--- src/rtl/motoro_pkg.sv ---
// Shared types and drive-table helpers for the six-step commutation sequencer.
package motoro_pkg;

    typedef enum logic [1:0] {
        StIdle,
        StDead,
        StDrive,
        StFault
    } state_e;

    // High-side gate per step, bits {C,B,A}
    function automatic logic [2:0] drive_hi(logic [2:0] idx);
        logic [2:0] g;
        g = 3'b000;
        case (idx)
            3'd0, 3'd1: g = 3'b001;
            3'd2, 3'd3: g = 3'b010;
            3'd4, 3'd5: g = 3'b100;
            default:    g = 3'b000;
        endcase
        return g;
    endfunction

    // Low-side gate per step, bits {C,B,A}
    function automatic logic [2:0] drive_lo(logic [2:0] idx);
        logic [2:0] g;
        g = 3'b000;
        case (idx)
            3'd0, 3'd5: g = 3'b010;
            3'd1, 3'd2: g = 3'b100;
            3'd3, 3'd4: g = 3'b001;
            default:    g = 3'b000;
        endcase
        return g;
    endfunction

    function automatic logic [2:0] next_step(logic [2:0] idx, logic dir);
        logic [2:0] n;
        if (!dir) begin
            n = (idx >= 3'd5) ? 3'd0 : idx + 3'd1;
        end else begin
            n = (idx == 3'd0 || idx > 3'd5) ? 3'd5 : idx - 3'd1;
        end
        return n;
    endfunction

endpackage

--- src/rtl/motoro_commutation_seq_if.sv ---
// Control/gate bundle between the register block (master) and the sequencer (slave).
interface motoro_commutation_seq_if #(
    parameter int unsigned STEP_W = 24
);
    logic              en;
    logic              dir;
    logic [STEP_W-1:0] step_period;
    logic              pwm_in;
    logic              fault;
    logic              fault_clr;
    logic [2:0]        gate_hi;
    logic [2:0]        gate_lo;
    logic [2:0]        step_idx;
    logic              step_tick;
    logic              running;
    logic              fault_latched;

    modport master (
        output en, dir, step_period, pwm_in, fault, fault_clr,
        input  gate_hi, gate_lo, step_idx, step_tick, running, fault_latched
    );

    modport slave (
        input  en, dir, step_period, pwm_in, fault, fault_clr,
        output gate_hi, gate_lo, step_idx, step_tick, running, fault_latched
    );
endinterface

--- src/rtl/motoro_step_timer.sv ---
// Per-step counter: samples and clamps the period at step start, flags end of dead time
// and the terminal count of the step.
module motoro_step_timer #(
    parameter int unsigned STEP_W    = 24,
    parameter int unsigned DT_CYCLES = 25
) (
    input  logic              clk50mhz,
    input  logic              nReset,
    input  logic              start,
    input  logic [STEP_W-1:0] period,
    output logic              dt_done,
    output logic              term
);
    localparam logic [STEP_W-1:0] MinPeriod = STEP_W'(DT_CYCLES + 1);
    localparam logic [STEP_W-1:0] DtLast    = STEP_W'(DT_CYCLES - 1);
    localparam logic [STEP_W-1:0] One       = STEP_W'(1);

    logic [STEP_W-1:0] cnt_q, cnt_d;
    logic [STEP_W-1:0] len_q, len_d;

    assign term    = (cnt_q == len_q - One);
    assign dt_done = (cnt_q == DtLast);

    always_comb begin
        len_d = len_q;
        cnt_d = cnt_q + One;
        if (start) begin
            // Clamp keeps at least one DRIVE cycle after the dead time
            len_d = (period < MinPeriod) ? MinPeriod : period;
            cnt_d = '0;
        end else if (term) begin
            cnt_d = '0;
        end
    end

    always_ff @(posedge clk50mhz or negedge nReset) begin
        if (!nReset) begin
            cnt_q <= '0;
            len_q <= MinPeriod;
        end else begin
            cnt_q <= cnt_d;
            len_q <= len_d;
        end
    end

endmodule

--- src/rtl/motoro_commutation_seq.sv ---
// Six-step commutation sequencer: FSM, step index, fault latch and registered gate outputs.
module motoro_commutation_seq
    import motoro_pkg::*;
#(
    parameter int unsigned STEP_W    = 24,
    parameter int unsigned DT_CYCLES = 25
) (
    input logic                     clk50mhz,
    input logic                     nReset,
    motoro_commutation_seq_if.slave bus
);
    state_e     state_q, state_d;
    logic [2:0] idx_q, idx_d;
    logic [2:0] gate_hi_q, gate_hi_d;
    logic [2:0] gate_lo_q, gate_lo_d;
    logic       tick_q, tick_d;
    logic       running_q, running_d;
    logic       fault_latched_q, fault_latched_d;
    logic       start, dt_done, term;

    motoro_step_timer #(
        .STEP_W   (STEP_W),
        .DT_CYCLES(DT_CYCLES)
    ) u_timer (
        .clk50mhz(clk50mhz),
        .nReset  (nReset),
        .start   (start),
        .period  (bus.step_period),
        .dt_done (dt_done),
        .term    (term)
    );

    always_comb begin
        state_d = state_q;
        idx_d   = idx_q;
        tick_d  = 1'b0;
        if (bus.fault) begin
            state_d = StFault;
        end else begin
            unique case (state_q)
                StIdle: begin
                    if (bus.en && !fault_latched_q) state_d = StDead;
                end
                StDead: begin
                    if (!bus.en)      state_d = StIdle;
                    else if (dt_done) state_d = StDrive;
                end
                StDrive: begin
                    if (!bus.en) begin
                        state_d = StIdle;
                    end else if (term) begin
                        state_d = StDead;
                        idx_d   = next_step(idx_q, bus.dir);
                        tick_d  = 1'b1;
                    end
                end
                StFault: begin
                    if (bus.fault_clr) state_d = StIdle;
                end
                default: state_d = StIdle;
            endcase
        end
    end

    // Every entry into DEAD begins a new step, including the first one out of IDLE
    assign start = (state_d == StDead) && (state_q != StDead);

    always_comb begin
        gate_hi_d = 3'b000;
        gate_lo_d = 3'b000;
        if (state_d == StDrive) begin
            gate_hi_d = drive_hi(idx_d) & {3{bus.pwm_in}};
            gate_lo_d = drive_lo(idx_d);
        end
        running_d       = (state_d == StDead) || (state_d == StDrive);
        fault_latched_d = (state_d == StFault);
    end

    always_ff @(posedge clk50mhz or negedge nReset) begin
        if (!nReset) begin
            state_q         <= StIdle;
            idx_q           <= 3'd0;
            gate_hi_q       <= 3'b000;
            gate_lo_q       <= 3'b000;
            tick_q          <= 1'b0;
            running_q       <= 1'b0;
            fault_latched_q <= 1'b0;
        end else begin
            state_q         <= state_d;
            idx_q           <= idx_d;
            gate_hi_q       <= gate_hi_d;
            gate_lo_q       <= gate_lo_d;
            tick_q          <= tick_d;
            running_q       <= running_d;
            fault_latched_q <= fault_latched_d;
        end
    end

    assign bus.gate_hi       = gate_hi_q;
    assign bus.gate_lo       = gate_lo_q;
    assign bus.step_idx      = idx_q;
    assign bus.step_tick     = tick_q;
    assign bus.running       = running_q;
    assign bus.fault_latched = fault_latched_q;

endmodule

--- src/flat_wrapper.sv ---
// flat-port wrapper written by rule: the top's interface ports become plain ports
module motoro_commutation_seq_flat import motoro_pkg::*;
#(
    parameter int unsigned STEP_W    = 24,
    parameter int unsigned DT_CYCLES = 25
)
  (clk50mhz, nReset, bus_en, bus_dir, bus_step_period, bus_pwm_in, bus_fault, bus_fault_clr, bus_gate_hi, bus_gate_lo, bus_step_idx, bus_step_tick, bus_running, bus_fault_latched);
  motoro_commutation_seq_if #(.STEP_W(STEP_W)) bus_i ();
  input logic clk50mhz;
  input logic nReset;
  input wire logic [$bits(bus_i.en)-1:0] bus_en;
  input wire logic [$bits(bus_i.dir)-1:0] bus_dir;
  input wire logic [$bits(bus_i.step_period)-1:0] bus_step_period;
  input wire logic [$bits(bus_i.pwm_in)-1:0] bus_pwm_in;
  input wire logic [$bits(bus_i.fault)-1:0] bus_fault;
  input wire logic [$bits(bus_i.fault_clr)-1:0] bus_fault_clr;
  output wire logic [$bits(bus_i.gate_hi)-1:0] bus_gate_hi;
  output wire logic [$bits(bus_i.gate_lo)-1:0] bus_gate_lo;
  output wire logic [$bits(bus_i.step_idx)-1:0] bus_step_idx;
  output wire logic [$bits(bus_i.step_tick)-1:0] bus_step_tick;
  output wire logic [$bits(bus_i.running)-1:0] bus_running;
  output wire logic [$bits(bus_i.fault_latched)-1:0] bus_fault_latched;
  assign bus_i.en = bus_en;
  assign bus_i.dir = bus_dir;
  assign bus_i.step_period = bus_step_period;
  assign bus_i.pwm_in = bus_pwm_in;
  assign bus_i.fault = bus_fault;
  assign bus_i.fault_clr = bus_fault_clr;
  assign bus_gate_hi = bus_i.gate_hi;
  assign bus_gate_lo = bus_i.gate_lo;
  assign bus_step_idx = bus_i.step_idx;
  assign bus_step_tick = bus_i.step_tick;
  assign bus_running = bus_i.running;
  assign bus_fault_latched = bus_i.fault_latched;
  motoro_commutation_seq #(.STEP_W(STEP_W), .DT_CYCLES(DT_CYCLES)) u_core (.clk50mhz(clk50mhz), .nReset(nReset), .bus(bus_i));
endmodule
--- config.mk ---
export PLATFORM = sky130hd
export DESIGN_NAME = motoro_commutation_seq_flat
export DESIGN_NICKNAME = d
export VERILOG_FILES = /design/src/rtl/motoro_pkg.sv /design/src/rtl/motoro_commutation_seq_if.sv /design/src/rtl/motoro_step_timer.sv /design/src/rtl/motoro_commutation_seq.sv /design/src/flat_wrapper.sv
export SDC_FILE = /design/constraint.sdc
export NUM_CORES = 1
export LEC_CHECK = 0
export CAP_MARGIN = 20
export CORE_ASPECT_RATIO = 0.8
export CORE_UTILIZATION = 35
export DETAILED_ROUTE_END_ITERATION = 7
export SYNTH_ARGS = -nofsm -noshare
export SYNTH_HDL_FRONTEND = slang
export SYNTH_HIERARCHICAL = 1
export SYNTH_SLANG_ARGS = --single-unit
--- constraint.sdc ---
create_clock -name clk50mhz -period 4.1 [get_ports clk50mhz]
set_clock_uncertainty 0.2 [all_clocks]
set_input_delay 0.615 -clock clk50mhz [delete_from_list [all_inputs] [get_ports clk50mhz]]
set_output_delay 0.615 -clock clk50mhz [all_outputs]
set_load 0.005 [all_outputs]
==> results.toml <==
[routing]
drc_errors = 0
dr_total_vias = 3171
wl_per_cell_um = 16.6
detail-route-antenna-nets = 0
wl_um = 9940
viasPerCell = 5.31
drt-initial-drc-count = 221
dr.pass1.iters = 4

[setup_path]
path_delay_family = "simple AND/OR/NAND/NOR gates"
cp_num_buf_inv = 5
cp_max_fo = 5
cp.arrival_ns = 4.13
worstReg2RegStart = "u_core/u_timer/len_q[1]"
crit_path_cell_trace = "inv_2 > ha_4 > nor4b_4 > buf_4 > nand2_1 > o22ai_1 > nand4b_1 > nor4_2 > nand2_1 > nor3_2 > buf_4 > nand2_1 > o21bai_1 > a221o_1 > ha_1 > a21boi_4 > clkbuf_16 > buf_4 > mux2_2"
crit_path_max_incr_delay_ns = 0.58
cp.required_ns = 4.11
cp-end-kind = "flip-flop"
cp_slowest_cell = "dfstp_2"
start_kind = "flip-flop"
r2r_cells = 19
path_class = "reg -> reg"
regToRegSetupSlack_ns = -0.02
r2r-end = "u_core/u_timer/len_q[5]"

[synthesis]
syn_inst = 385
ys_seq_area_share_pct = 40.4
synthDistinctLibCells = 68
syn-num-nets = 426
async_flop_share_pct = 100
ys_ff_latch = 62
ys.flop_type = "dfrtp_1"
syn_area_per_cell_um2 = 10.0
yosysWarnings = 6
synth_edf_count = 0
syn_area_um2 = 3850

[floorplanning]
die_width_um = 119
pin_count = 43
coreArea_um2 = 10500
start_util_pct = 36.7
die_h_um = 95.8
std_cell_rows = 33
dieArea_um2 = 11400

[timing]
hold_viol = 0
finalCritPeriodShare_pct = 100
slew_violations = 0
clock.fmax_mhz = 243
period_needed_ns = 4.12
rsz0062_at_grt = "yes"
worstMarginPinSlew_ns = 0.993
setup-violations-final = 3
slew-limit-headroom_pct = 33.8
setup_slack_ns = -0.0185

[global_route]
grt_max_degree = 43
grt_pass1_vias = 3120
grt_pass1_wl_um = 15600
overflow = 0
grt_use_total_pct = 17.7
antenna_found_initial = 0

[final_layout]
layout.nets = 493
fill_cells = 1007
area_delta_synth_final_pct = 30.8
final_cell_mix = "59 x dfrtp_1, 41 x clkdlybuf4s50_1, 40 x nor2_1"
mostFrequentLayoutCell = "dfrtp_1"
drive_above_1_share_pct = 21.7
final_area_um2 = 5040
layout.cells.non_filler = 597
antennaDiodeCount = 0

[run_status]
violations = "negative setup slack"
status = "complete, but fails checks"

[min_path]
worstHoldPathType = "in -> async"

[clocking]
root_buffer = "clkbuf_16"
cts_inserted_buffers = 9
clk_transition_reported_paths_ns = 0.05
clock_sinks = 62
clock_path_buffers = 2
cts_hold_buf = 0
clkLatencyLatePin_ns = 0.33
htree_levels = 3
cts_tree = "done"

[place]
gp_congestion = 0.841
post-place-ws_ns = 0.0643
io_buffer_count = 42
dp_hpwl_um = 7000
placed_area_um2 = 4490
place_inst = 566

[power]
p_per_area_nw_per_um2 = 449
ir_drop_mv = 0.219
power_leakage_nw = 2.06

[flow_run]
maxCapViolations = 0
logic make-up after synthesis:
kind of cell | Yosys count | synth area share (%)
simple gates | 151 | 22.6
flops | 62 | 40.4
xor+xnor | 54 | 12.3
compound gates | 51 | 11.0
buf+inv | 34 | 3.93
mux | 22 | 6.34
fa+ha+maj | 11 | 3.51
metal layers:
metal	vias up	part of all wire (%)	track usage, %
met5	-	0	0
met4	0	1.1	5.06
met3	10	4.7	4.32
met2	67	46	28.6
met1	1586	48	23.7
li1	1508	-	-
registers in the layout, summed over array words and instances (netlist names):
name / cells
u_core/bus.step_idx: 3
u_core/bus.gate_hi: 3
u_core/bus.fault_latched: 1
u_core/u_timer/len_q: 24
u_core/bus.step_tick: 1
u_core/state_q: 2
u_core/u_timer/cnt_q: 24
u_core/bus.gate_lo: 3
u_core/bus.running: 1
metrics by stage:
stage | util (%) | hold WS [ns] | power [mW] | TNS, ns
finish | 48.0 | 0.255 | 2.26 | -0.0301
global route | 48.0 | 0.313 | 2.38 | -5.19
CTS | 45.6 | 0.275 | 2.20 | 0
detailed placement | 42.8 | 0.344 | 1.44 | 0
global placement | 42.8 | 0.329 | 1.43 | 0
floorplan | - | 0.119 | 1.25 | 0
timing repair:
action | CTS | global route
setup buffers | 0 | 14
endpoints found under the setup margin | 0 | 53
hold endpoints to repair | 0 | 0
gates resized for setup | 0 | 27
synth_stat cells, drive strengths merged, types with 3 or more instances:
library cell / n / area share [%]
inv: 21 / 2.0
nand3: 12 / 1.6
nand4b: 3 / 1.1
nor2: 40 / 3.9
xnor2: 32 / 7.3
dfstp: 3 / 2.0
nand4: 11 / 1.8
nor3: 11 / 1.9
nor4: 18 / 3.6
nand2: 25 / 2.4
dfrtp: 59 / 38
o22ai: 4 / 0.65
o211ai: 4 / 0.91
ha: 10 / 3.2
o21ai: 5 / 0.65
clkbuf: 7 / 0.68
buf: 6 / 1.2
o31ai: 5 / 1.7
a21oi: 9 / 1.2
mux2: 19 / 5.6
nor2b: 5 / 0.81
o22a: 4 / 0.91
and3: 7 / 1.1
xor2: 22 / 5.0
and2b: 3 / 0.65
mux2i: 3 / 0.78
how the worst max path moves through the flow:
stage,start,end,depth (start not counted)
2_1_floorplan,u_core/u_timer/len_q[1],u_core/u_timer/len_q[10],16
3_3_place_gp,u_core/u_timer/len_q[3],u_core/u_timer/len_q[1],15
3_5_place_dp,u_core/u_timer/len_q[1],u_core/u_timer/len_q[1],17
4_1_cts,u_core/u_timer/len_q[0],u_core/u_timer/cnt_q[14],19
5_1_grt,u_core/u_timer/len_q[1],u_core/u_timer/len_q[20],17
6_report,u_core/u_timer/len_q[1],u_core/u_timer/len_q[5],19
cell type report:
| type | instances | area (um2) | area share, % |
|---|---|---|---|
| tap | 140 | 175 | 3.48 |
| clock buffer | 10 | 229 | 4.54 |
| sequential | 62 | 1560 | 30.9 |
| timing repair buffer | 69 | 681 | 13.5 |
| clock inverter | 6 | 62.6 | 1.24 |
| multi-input combinational | 289 | 2260 | 44.8 |
| inverter | 21 | 78.8 | 1.56 |
report_power, final:
group | internal (mW) | switching, mW | total (mW) | leakage, nW
logic | 0.334 | 0.289 | 0.623 | 1.14
registers | 0.716 | 0.180 | 0.896 | 0.787
clock network | 0.468 | 0.275 | 0.743 | 0.134
No activity file was read; power rests on OpenSTA's default activity.
